--- src/rtl/stream_differentiator_pkg.sv ---
// Shared types and default widths for the stream differentiator and its skid buffer.
package stream_differentiator_pkg;

  typedef enum logic [1:0] {
    EMPTY = 2'd0,
    ONE   = 2'd1,
    TWO   = 2'd2
  } buf_state_e;

  localparam int DEFAULT_IN_WIDTH  = 16;
  localparam int DEFAULT_OUT_WIDTH = 8;

endpackage

--- src/rtl/stream_differentiator_skid_buffer.sv ---
// Two-entry skid buffer: main register M drives the outputs, skid register S absorbs
// the word that arrives while the output is stalled. Ready and valid are both registered.
module stream_differentiator_skid_buffer
  import stream_differentiator_pkg::*;
#(
  parameter int WIDTH = DEFAULT_OUT_WIDTH
) (
  input  logic             clock,
  input  logic             reset_n,
  input  logic             in_valid,
  output logic             in_ready,
  input  logic [WIDTH-1:0] in_data,
  output logic             out_valid,
  input  logic             out_ready,
  output logic [WIDTH-1:0] out_data
);

  buf_state_e       state_q, state_d;
  logic             ready_q, ready_d;
  logic             valid_q, valid_d;
  logic [WIDTH-1:0] main_q, main_d;
  logic [WIDTH-1:0] skid_q, skid_d;
  logic             in_fire;
  logic             out_fire;

  assign in_fire   = in_valid & ready_q;
  assign out_fire  = valid_q & out_ready;
  assign in_ready  = ready_q;
  assign out_valid = valid_q;
  assign out_data  = main_q;

  always_comb begin
    state_d = state_q;
    main_d  = main_q;
    skid_d  = skid_q;
    unique case (state_q)
      EMPTY: begin
        if (in_fire) begin
          main_d  = in_data;
          state_d = ONE;
        end
      end
      ONE: begin
        if (in_fire && out_fire) begin
          main_d = in_data;
        end else if (in_fire) begin
          skid_d  = in_data;
          state_d = TWO;
        end else if (out_fire) begin
          state_d = EMPTY;
        end
      end
      TWO: begin
        // Ready is low here, so only the drain of M can happen.
        if (out_fire) begin
          main_d  = skid_q;
          state_d = ONE;
        end
      end
      default: state_d = EMPTY;
    endcase
    ready_d = (state_d != TWO);
    valid_d = (state_d != EMPTY);
  end

  always_ff @(posedge clock or negedge reset_n) begin
    if (!reset_n) begin
      state_q <= EMPTY;
      ready_q <= 1'b0;
      valid_q <= 1'b0;
      main_q  <= '0;
    end else begin
      state_q <= state_d;
      ready_q <= ready_d;
      valid_q <= valid_d;
      main_q  <= main_d;
    end
  end

  always_ff @(posedge clock) begin
    skid_q <= skid_d;
  end

endmodule

--- src/rtl/stream_differentiator.sv ---
// Inverse accumulator: emits truncated differences between consecutive accepted sums.
// Optional sticky range_error port enabled by STREAM_DIFFERENTIATOR_RANGE_CHECK_EN.
module stream_differentiator
  import stream_differentiator_pkg::*;
#(
  parameter int                  IN_WIDTH    = DEFAULT_IN_WIDTH,
  parameter int                  OUT_WIDTH   = DEFAULT_OUT_WIDTH,
  parameter logic [IN_WIDTH-1:0] INITIAL_SUM = '0
) (
  input  logic                 clock,
  input  logic                 reset_n,
  input  logic                 input_valid,
  output logic                 input_ready,
  input  logic [IN_WIDTH-1:0]  input_data,
  output logic                 output_valid,
  input  logic                 output_ready,
  output logic [OUT_WIDTH-1:0] output_data,
  output logic [31:0]          accepted_count
`ifdef STREAM_DIFFERENTIATOR_RANGE_CHECK_EN
  ,
  output logic                 range_error
`endif
);

  logic                 input_fire;
  logic [OUT_WIDTH-1:0] diff_word;
  logic [IN_WIDTH-1:0]  prev_sum_q, prev_sum_d;
  logic [31:0]          count_q, count_d;

  assign input_fire = input_valid & input_ready;
  // Subtract at full input width first so wrap-around of the sums cancels out.
  assign diff_word  = OUT_WIDTH'(input_data - prev_sum_q);

  always_comb begin
    prev_sum_d = prev_sum_q;
    count_d    = count_q;
    if (input_fire) begin
      prev_sum_d = input_data;
      count_d    = count_q + 32'd1;
    end
  end

  always_ff @(posedge clock or negedge reset_n) begin
    if (!reset_n) begin
      prev_sum_q <= INITIAL_SUM;
      count_q    <= '0;
    end else begin
      prev_sum_q <= prev_sum_d;
      count_q    <= count_d;
    end
  end

  assign accepted_count = count_q;

  stream_differentiator_skid_buffer #(
    .WIDTH(OUT_WIDTH)
  ) u_skid (
    .clock    (clock),
    .reset_n  (reset_n),
    .in_valid (input_valid),
    .in_ready (input_ready),
    .in_data  (diff_word),
    .out_valid(output_valid),
    .out_ready(output_ready),
    .out_data (output_data)
  );

`ifdef STREAM_DIFFERENTIATOR_RANGE_CHECK_EN
  logic [IN_WIDTH-1:0] diff_full;
  logic                range_error_q, range_error_d;

  assign diff_full = input_data - prev_sum_q;

  always_comb begin
    range_error_d = range_error_q;
    if (input_fire && ((diff_full >> OUT_WIDTH) != '0)) begin
      range_error_d = 1'b1;
    end
  end

  always_ff @(posedge clock or negedge reset_n) begin
    if (!reset_n) begin
      range_error_q <= 1'b0;
    end else begin
      range_error_q <= range_error_d;
    end
  end

  assign range_error = range_error_q;
`endif

endmodule

--- config.mk ---
export PLATFORM = sky130hd
export DESIGN_NAME = stream_differentiator
export DESIGN_NICKNAME = d
export VERILOG_FILES = /design/src/rtl/stream_differentiator_pkg.sv /design/src/rtl/stream_differentiator_skid_buffer.sv /design/src/rtl/stream_differentiator.sv
export SDC_FILE = /design/constraint.sdc
export NUM_CORES = 1
export LEC_CHECK = 0
export CAP_MARGIN = 25
export CORE_UTILIZATION = 32
export DETAILED_ROUTE_END_ITERATION = 10
export GPL_TIMING_DRIVEN = 0
export PLACE_DENSITY = 0.57
export REMOVE_ABC_BUFFERS = 1
export SYNTH_ARGS = -nofsm -noshare
export SYNTH_HDL_FRONTEND = slang
export SYNTH_SLANG_ARGS = --single-unit
--- constraint.sdc ---
create_clock -name clock -period 1.6 [get_ports clock]
set_input_delay 0.16 -clock clock [delete_from_list [all_inputs] [get_ports clock]]
set_output_delay 0.16 -clock clock [all_outputs]
set_load 0.005 [all_outputs]
==> run metrics, run 1 <==
Cells after Synth=268; Clock Latency Late Sink=0.34 ns; max_cap viols=0; slowest stage cell, crit path=dfrtp_1; fin. max-slew vios=0; Design Area, Final=0.00411 mm2; fin crit share=114%; die height=96.5 um; total clock sinks=60; first-pass GRT wire length=9980 um; CP arrival=2.11 ns; share of cells above drive strength 1=25.4%; drt first pass iters=5; placed wire-length estimate=4250 um; max incr delay on CP=0.36 ns; average cell area after synthesis=10.7 um2; r2r startpoint=prev_sum_q[0]; maximum VDD drop=0.000747 V; final antenna-violating net count=0; RSZ-0062 raised after global routing=true; Hold WS=0.273 ns; Placed Area=0.00352 mm2; Die Wd=96.5 um; total wire length=6280 um; crit path from=prev_sum_q[0]; slew at the pin closest to its max-slew limit=0.496 ns; status=complete, but fails checks; flop and latch count out of synthesis=60; r2r setup slk=-0.23 ns; htree depth=3; clock-pin slew on the worst setup and hold paths=0.07 ns; synthesis-to-finish area growth=43.7%; Vias=2171; minimum clock period=1.83 ns; f_max=548 MHz; GP Congestion=0.808; Max clock buf depth=2; Placement Rows=34; Setup-failing EPs final=9; library cells used by synthesis=37; vias per cell=4.69; post-route DRC violation count=0; Crit Path Category=flip-flop to flip-flop; full die area=0.00931 mm2; critical-path maximum fanout=3; sequential area share after synthesis=53.9%; number of synthesized flops with an enable pin=8; crit path cell chain=ha_2 -> inv_2 -> fa_2 -> buf_4 -> buf_4 -> xor2_2 -> nor2_1 -> o21ai_0 -> o21a_1; relative slew slack=66.9%; diodes inserted=0; All-Layer GR Usage=14.4%; DR WL/cell=13.6 um; Ys Warns=0; Most used DFF post-synth=dfrtp_1; largest net degree at the start of global routing=37; Critical Path Most Common Cell=buf_4; Core Region=0.00868 mm2; TritonCTS Buffers=9; final hold vios=0; clk_skew=0.0107 ns; Async SR Flop Fraction=86.7%; Detailed Route Iter0 Violations=59; Nets=379; delay-heaviest family, CP=adder cells; CTS tree=done; vias in the first global route=1996; Leak Pwr=0.00176 uW; IO Port Bufs=53; FF-to-FF path depth=9; final worst slack=-0.226 ns; Post-Syn Area=0.00286 mm2; Crit. End Element=flip-flop; Worst setup SP type=flip-flop; Starting Density=32.9%; Worst EP required=1.88 ns; RR Endpoint=u_skid.out_data[2]; grt total ovfl=0; IO Pins=62; failing checks=setup timing; Cell Pwr Density=1430 mW/mm2; min-delay worst type=input pin to asynchronous set/reset pin; antenna violations before repair=0; WP buf/inv=3; CTS root buf=clkbuf_8
[through the flow]
step | utilization (%) | power (uW) | instances | setup TNS [ns] | setup WS (ns)
after floorplan | - | 3240 | 263 | -0.789 | -0.139
after global placement | 40.4 | 3940 | 424 | -87.33 | -1.31
after detailed placement | 40.6 | 3980 | 426 | -16.48 | -0.606
after CTS | 45.4 | 5760 | 458 | -0.730 | -0.177
after global routing | 47.3 | 6270 | 463 | -2.20 | -0.311
final | 47.3 | 5880 | 463 | -1.03 | -0.226
[registers in the layout, indices dropped and copies added, names as in the netlist]
| name | cells |
|---|---|
| u_skid.in_ready | 1 |
| u_skid.skid_q | 8 |
| accepted_count | 32 |
| u_skid.out_data | 8 |
| u_skid.out_valid | 1 |
| u_skid.state_q | 2 |
| prev_sum_q | 8 |
[layout make-up]
class / instances / area, um2
fillers: 850 / 4570
flip-flops and latches: 60 / 1550
multi-input cells: 189 / 1430
repair buffers: 76 / 716
clock buffers: 12 / 145
well taps: 108 / 135
clock inverters: 4 / 72.6
inverters: 14 / 52.6
[power by group]
group / switching (uW) / internal (uW)
Sequential: 233 / 1940
Clock: 609 / 918
Combinational: 1050 / 1130
[per-layer routing]
metal,global-route usage (%),up-vias,share of wire (%)
met4,6.62,0,1.2
met2,20.9,38,47
met3,3.13,7,2.9
li1,-,1087,-
met5,0,-,0
met1,20.3,1039,49
[synthesized netlist by cell type (all sizes together), types with 3 or more instances]
cell	number	area [um2]
a211oi	3	22.5
a21o	3	22.5
a21oi	6	30.0
a31oi	6	37.5
and3	5	31.3
clkbuf	3	11.3
dfrtp	52	1300
edfxtp	8	240
ha	8	100
inv	14	52.6
mux2i	3	30.0
nand2	40	150
nand3	15	75.1
nand4	9	86.3
nor2	22	82.6
o21ai	12	60.1
xnor2	26	228
xor2	10	87.6
[cells by family (layout without fill, tap and decap cells)]
family          after synthesis  in the layout  share of synthesized area, %
simple gates                106            106                          19.7
flops                        60             60                          53.9
xor+xnor                     36             36                          11.0
compound gates               35             35                          7.53
buf+inv                      19            106                          2.58
fa+ha+maj                     9              9                          4.20
mux                           3              3                          1.05
[cell usage in the layout (no fill, tap or decap), drive strengths merged, types with 2 or more instances in the layout]
cell type,netlist,layout
edfxtp,8,8
nand3,15,15
dfrtp,52,52
inv,14,14
xor2,10,10
clkbuf,3,12
ha,8,8
clkdlybuf4s50,0,51
xnor2,26,26
nand2,40,40
buf,2,23
and3,5,5
nor3,2,2
nor2,22,22
a21oi,6,6
and4,2,2
a21o,3,3
nor2b,2,2
nand3b,2,2
bufinv,0,2
nor4,2,2
nand4,9,9
o21ai,12,12
mux2i,3,3
a31oi,6,6
a211oi,3,3
[timing repair]
| action | 4_1_cts | 5_1_grt |
|---|---|---|
| hold endpoints to repair | 16 | 0 |
| hold buffers | 1 | 0 |
| gates resized for setup | 28 | 31 |
| gates cloned | 0 | 0 |
| buffers inserted | 15 | 5 |
| endpoints found under the setup margin | 33 | 25 |
| pin swaps | 9 | 12 |
[worst reg2reg max path, delay by kind of cell (launching register included)]
family / cells / cell delay [ns]
AOI/OAI and AO/OA: 2 / 0.29
buffers and inverters: 3 / 0.32
xor gates and xnor gates: 1 / 0.18
DFF: 1 / 0.36
adders and majority gates: 2 / 0.55
and+or+nand+nor: 1 / 0.07
[how the worst max path moves through the flow]
stage	end	slack, ns	depth (start not counted)
final	u_skid.out_data[2]	-0.23	9
after global routing	u_skid.out_data[6]	-0.31	8
after CTS	u_skid.out_data[6]	-0.18	8
after detailed placement	u_skid.out_data[6]	-0.61	10
after global placement	prev_sum_q[6]	-1.31	1
after floorplan	u_skid.out_data[6]	-0.14	8
(Power assumes the default switching activity.)
==> run 2, diff against run 1 <==
--- a/config.mk
+++ b/config.mk
@@ -8,7 +8,6 @@
 export CAP_MARGIN = 25
 export CORE_UTILIZATION = 32
 export DETAILED_ROUTE_END_ITERATION = 10
-export GPL_TIMING_DRIVEN = 0
 export PLACE_DENSITY = 0.57
 export REMOVE_ABC_BUFFERS = 1
 export SYNTH_ARGS = -nofsm -noshare
==> run metrics, run 2 (same netlist as run 1, synthesis figures left out) <==
clk_skew=0.00865 ns (was 0.0107 ns); antenna violations before repair=0 (unchanged); max_cap viols=0 (unchanged); Crit Path Category=flip-flop to flip-flop (unchanged); RSZ-0062 raised after global routing=true (unchanged); Final Util=50.1% (was 47.3%); final worst slack=-0.158 ns (was -0.226 ns); Vias=2292 (was 2171); share of cells above drive strength 1=28.3% (was 25.4%); delay-heaviest family, CP=adder cells (unchanged); fin. max-slew vios=0 (unchanged); minimum clock period=1.76 ns (was 1.83 ns); crit path cell chain=ha_1 -> inv_1 -> fa_2 -> a211oi_2 -> nor2_1 -> mux2i_1 -> a41o_1 -> a21oi_1 (was ha_2 -> inv_2 -> fa_2 -> buf_4 -> buf_4 -> xor2_2 -> nor2_1 -> o21ai_0 -> o21a_1); fin crit share=110% (was 114%); placed wire-length estimate=4560 um (was 4250 um); Leak Pwr=0.00194 uW (was 0.00176 uW); Cell Pwr Density=1390 mW/mm2 (was 1430 mW/mm2); GP Congestion=0.772 (was 0.808); Largest register FFs=32 (unchanged); Detailed Route Iter0 Violations=90 (was 59); clock-pin slew on the worst setup and hold paths=0.07 ns (about the same); diodes inserted=0 (unchanged); failing checks=setup timing (unchanged); commonest cells after routing, fill and taps aside=clkdlybuf4s50_1 (51), dfrtp_1 (50), buf_4 (46) (was clkdlybuf4s50_1 (51), dfrtp_1 (42), nand2_1 (37)); post-route DRC violation count=0 (unchanged); Nets=409 (was 379); full die area=0.00931 mm2 (unchanged); WP buf/inv=1 (was 3); Starting Density=32.9% (unchanged); die height=96.5 um (unchanged); CP arrival=1.98 ns (was 2.11 ns); critical-path maximum fanout=3 (unchanged); TritonCTS Buffers=9 (unchanged); maximum VDD drop=0.000685 V (was 0.000747 V); grt total ovfl=0 (unchanged); Hold WS=0.258 ns (was 0.273 ns); synthesis-to-finish area growth=52.3% (was 43.7%); f_max=569 MHz (was 548 MHz); Placement Rows=34 (unchanged); most common cell after layout, fill and taps aside=clkdlybuf4s50_1 (unchanged); Placed Area=0.00385 mm2 (was 0.00352 mm2); Crit. End Element=flip-flop (unchanged); Setup Total Neg Slack=-0.789 ns (was -1.03 ns); Max clock buf depth=2 (unchanged); All-Layer GR Usage=15.1% (was 14.4%); Worst EP required=1.83 ns (was 1.88 ns); CTS tree=done (unchanged); Setup-failing EPs final=10 (was 9); Worst setup SP type=flip-flop (unchanged); vias per cell=4.65 (was 4.69); final antenna-violating net count=0 (unchanged); min-delay worst type=input pin to flip-flop (was input pin to asynchronous set/reset pin); Die Wd=96.5 um (unchanged); largest net degree at the start of global routing=53 (was 37); first-pass GRT wire length=10500 um (was 9980 um); total clock sinks=60 (unchanged); vias in the first global route=2187 (was 1996); max incr delay on CP=0.36 ns (about the same); htree depth=3 (unchanged); Design Area, Final=0.00435 mm2 (was 0.00411 mm2); relative slew slack=71.1% (was 66.9%); slowest stage cell, crit path=fa_2 (was dfrtp_1); status=complete, but fails checks (unchanged); total wire length=6530 um (was 6280 um); Clock Latency Late Sink=0.34 ns (about the same); drt first pass iters=4 (was 5); DR WL/cell=13.2 um (was 13.6 um); slew at the pin closest to its max-slew limit=0.433 ns (was 0.496 ns); IO Pins=62 (unchanged); IO Port Bufs=53 (unchanged); final hold vios=0 (unchanged); Core Region=0.00868 mm2 (unchanged); CTS root buf=clkbuf_8 (unchanged)
==> run 2: changes by cell type in the layout (fill, tap and decap cells not counted), moves of 2 or more <==
cell / delta
ha_2: -4
ha_4: +4
dfrtp_2: -8
dfrtp_1: +8
inv_1: -2
buf_4: +26
nor2_1: +2
buf_6: +4
nor2_2: -3
inv_2: +2
==> run 2: final timing paths <==
path	from	to	slack [ns]	depth (start not counted)
hold / removal	input_data[1]	prev_sum_q[1]	0.26	4
min in group asynchronous	reset_n	accepted_count[21]	0.33	3
setup / recovery	prev_sum_q[0]	u_skid.out_data[6]	-0.16	8
setup reg to reg	prev_sum_q[0]	u_skid.out_data[6]	-0.16	8
max in group asynchronous	reset_n	accepted_count[4]	0.99	3
hold reg to reg	accepted_count[31]	accepted_count[31]	0.47	1
==> run 2: per-layer routing <==
metal,vias to the layer above,global-route usage [%],routed length [um]
met5,-,0,0
met4,0,6.99,127
met3,10,3.29,168
met2,38,21.7,2990
met1,1097,21.5,3240
li1,1147,-,-
==> run 2: final cells by class <==
type	instances	area, um2
fillers	807	4330
flip-flops and latches	60	1540
multi-input cells	189	1470
repair buffers	106	960
clock buffers	11	141
well taps	108	135
inverters	14	52.6
clock inverters	5	51.3
==> run 2: what timing repair did <==
action | 4_1_cts | 5_1_grt
pin swaps | 2 | 17
hold buffers | 1 | 0
hold endpoints to repair | 52 | 0
gates resized for setup | 12 | 41
endpoints found under the setup margin | 16 | 30
buffers inserted | 1 | 5
==> run 2: where the power goes <==
part	switching (uW)	leakage, uW	total, uW	internal [uW]
Sequential	238	0.000742	2180	1940
Clock	598	0.0000967	1350	751
Combinational	1130	0.00110	2500	1370
==> run 2: worst reg2reg max path: stages, from the launching register on <==
cell	delay, ns
dfrtp_1	0.35
ha_1	0.16
inv_1	0.05
fa_2	0.36
a211oi_2	0.19
nor2_1	0.09
mux2i_1	0.20
a41o_1	0.19
a21oi_1	0.06
==> run 2: through the flow <==
stage                     worst slack, ns  total power [uW]  cells
final                              -0.158              6030    493
after global routing               -0.281              6470    493
after CTS                          -0.143              5840    488
after detailed placement           -0.533              4360    470
after global placement             -0.476              4340    470
after floorplan                    -0.139              3240    263
==> run 3, diff against run 2 <==
--- a/config.mk
+++ b/config.mk
@@ -8,6 +8,7 @@
 export CAP_MARGIN = 25
 export CORE_UTILIZATION = 32
 export DETAILED_ROUTE_END_ITERATION = 10
+export MAX_ROUTING_LAYER = met4
 export PLACE_DENSITY = 0.57
 export REMOVE_ABC_BUFFERS = 1
 export SYNTH_ARGS = -nofsm -noshare
==> run metrics, run 3 (same netlist as run 1, synthesis figures left out) <==
CP arrival=1.98 ns (about the same); commonest cells after routing, fill and taps aside=clkdlybuf4s50_1 (51), dfrtp_1 (50), buf_4 (46) (unchanged); global routing's busiest layer=met2 (unchanged); TritonCTS Buffers=9 (unchanged); Setup-failing EPs final=10 (unchanged); fin. max-slew vios=0 (unchanged); Crit. End Element=flip-flop (unchanged); f_max=568 MHz (was 569 MHz); final worst slack=-0.159 ns (was -0.158 ns); met2 Use GR=21.7% (about the same); maximum VDD drop=0.000685 V (about the same); Die Wd=96.5 um (unchanged); synthesis-to-finish area growth=52.3% (unchanged); Placement Rows=34 (unchanged); final antenna-violating net count=0 (unchanged); relative slew slack=71.2% (was 71.1%); All-Layer GR Usage=15.5% (was 15.1%); Worst setup SP type=flip-flop (unchanged); Vias=2291 (was 2292); total wire length=6540 um (was 6530 um); IO Pins=62 (unchanged); largest net degree at the start of global routing=53 (unchanged); clk_skew=0.00934 ns (was 0.00865 ns); crit path from=prev_sum_q[0] (unchanged); antenna violations before repair=0 (unchanged); Cell Pwr Density=1390 mW/mm2 (about the same); Final Util=50.1% (unchanged); failing checks=setup timing (unchanged); area of the multi-input gates=0.00147 mm2 (unchanged); slew at the pin closest to its max-slew limit=0.433 ns (about the same); Nets=409 (unchanged); share of cells above drive strength 1=28.3% (unchanged); Starting Density=32.9% (unchanged); Placement Setup Slack=-0.533 ns (unchanged); GP Congestion=0.783 (was 0.772); met3 usage=3.05% (was 3.29%); clock-pin slew on the worst setup and hold paths=0.07 ns (about the same); Clock Latency Late Sink=0.33 ns (was 0.34 ns); placed wire-length estimate=4560 um (unchanged); Worst EP required=1.82 ns (was 1.83 ns); critical-path maximum fanout=3 (unchanged); vias in the first global route=2188 (was 2187); DR WL/cell=13.3 um (was 13.2 um); drt first pass iters=4 (unchanged); Leak Pwr=0.00194 uW (unchanged); Cell Count, Final, Fillers Out=493 (unchanged); grt total ovfl=0 (unchanged); first-pass GRT wire length=10500 um (unchanged); met1 GRT Util=21.5% (about the same); vias per cell=4.65 (about the same); fin crit share=110% (about the same); final hold vios=0 (unchanged); full die area=0.00931 mm2 (unchanged); die height=96.5 um (unchanged); slowest stage cell, crit path=fa_2 (unchanged); Largest register FFs=32 (unchanged); post-route DRC violation count=0 (unchanged); total clock sinks=60 (unchanged); IO Port Bufs=53 (unchanged); CTS tree=done (unchanged); minimum clock period=1.76 ns (about the same); Min-Delay Startpoint=input_data[1] (unchanged); r2r startpoint=prev_sum_q[0] (unchanged); fillcell total=807 (unchanged); Max clock buf depth=2 (unchanged); CTS root buf=clkbuf_8 (unchanged); min-delay worst type=input pin to flip-flop (unchanged); RSZ-0062 raised after global routing=true (unchanged); status=complete, but fails checks (unchanged); htree depth=3 (unchanged); max incr delay on CP=0.36 ns (about the same); Core Region=0.00868 mm2 (unchanged); placed cell count=470 (unchanged); Placed Area=0.00385 mm2 (unchanged); Design Area, Final=0.00435 mm2 (unchanged); Crit Path Category=flip-flop to flip-flop (unchanged); diodes inserted=0 (unchanged); crit path cell chain=ha_1 -> inv_1 -> fa_2 -> a211oi_2 -> nor2_1 -> mux2i_1 -> a41o_1 -> a21oi_1 (unchanged); most common cell after layout, fill and taps aside=clkdlybuf4s50_1 (unchanged); max_cap viols=0 (unchanged); area occupied by registers=0.00154 mm2 (unchanged); Detailed Route Iter0 Violations=118 (was 90)
## run 3: final timing paths
kind | end | slack (ns) | depth (start not counted)
max | u_skid.out_data[6] | -0.16 | 8
min | prev_sum_q[1] | 0.26 | 4
max reg2reg | u_skid.out_data[6] | -0.16 | 8
min reg2reg | accepted_count[31] | 0.47 | 1
max in group asynchronous | accepted_count[4] | 0.99 | 3
min in group asynchronous | accepted_count[21] | 0.34 | 3
## run 3: final cells by class
cell class                 count  area share (%)
clock buffer                  11            3.25
inverter                      14            1.21
tap                          108            3.11
clock inverter                 5            1.18
sequential                    60            35.5
timing repair buffer         106            22.1
multi-input combinational    189            33.7
## run 3: per-stage QoR
stage / hold slack, ns / total power, uW / setup TNS, ns
after detailed placement: 0.176 / 4360 / -9.03
after global placement: 0.177 / 4340 / -9.21
after CTS: 0.350 / 5840 / -0.405
after global routing: 0.280 / 6460 / -1.89
final: 0.264 / 6030 / -0.808
after floorplan: -0.136 / 3240 / -0.789
## run 3: critical path, delay by kind of cell, from the launching register on
family / cells / cell delay, ns
AOI/OAI and AO/OA: 3 / 0.44
muxes: 1 / 0.20
buffers and inverters: 1 / 0.05
DFF: 1 / 0.35
adders and majority gates: 2 / 0.52
and+or+nand+nor: 1 / 0.09
## run 3: repair_timing
| item | in CTS | in global routing |
|---|---|---|
| hold buffers | 1 | 0 |
| gates resized for setup | 12 | 41 |
| setup endpoints to repair | 16 | 30 |
| pin swaps | 2 | 17 |
| setup buffers | 1 | 5 |
| endpoints found under the hold margin | 52 | 0 |
## run 3: power by group
part	switching [uW]	internal [uW]	total (uW)
Combinational	1130	1370	2500
Sequential	239	1940	2180
Clock	593	752	1340
Total	1970	4060	6030
## run 3: layer usage
layer / vias up / wire, um
met5: - / 0
met4: 0 / 88
met3: 7 / 168
met2: 40 / 3030
met1: 1096 / 3250
li1: 1148 / -
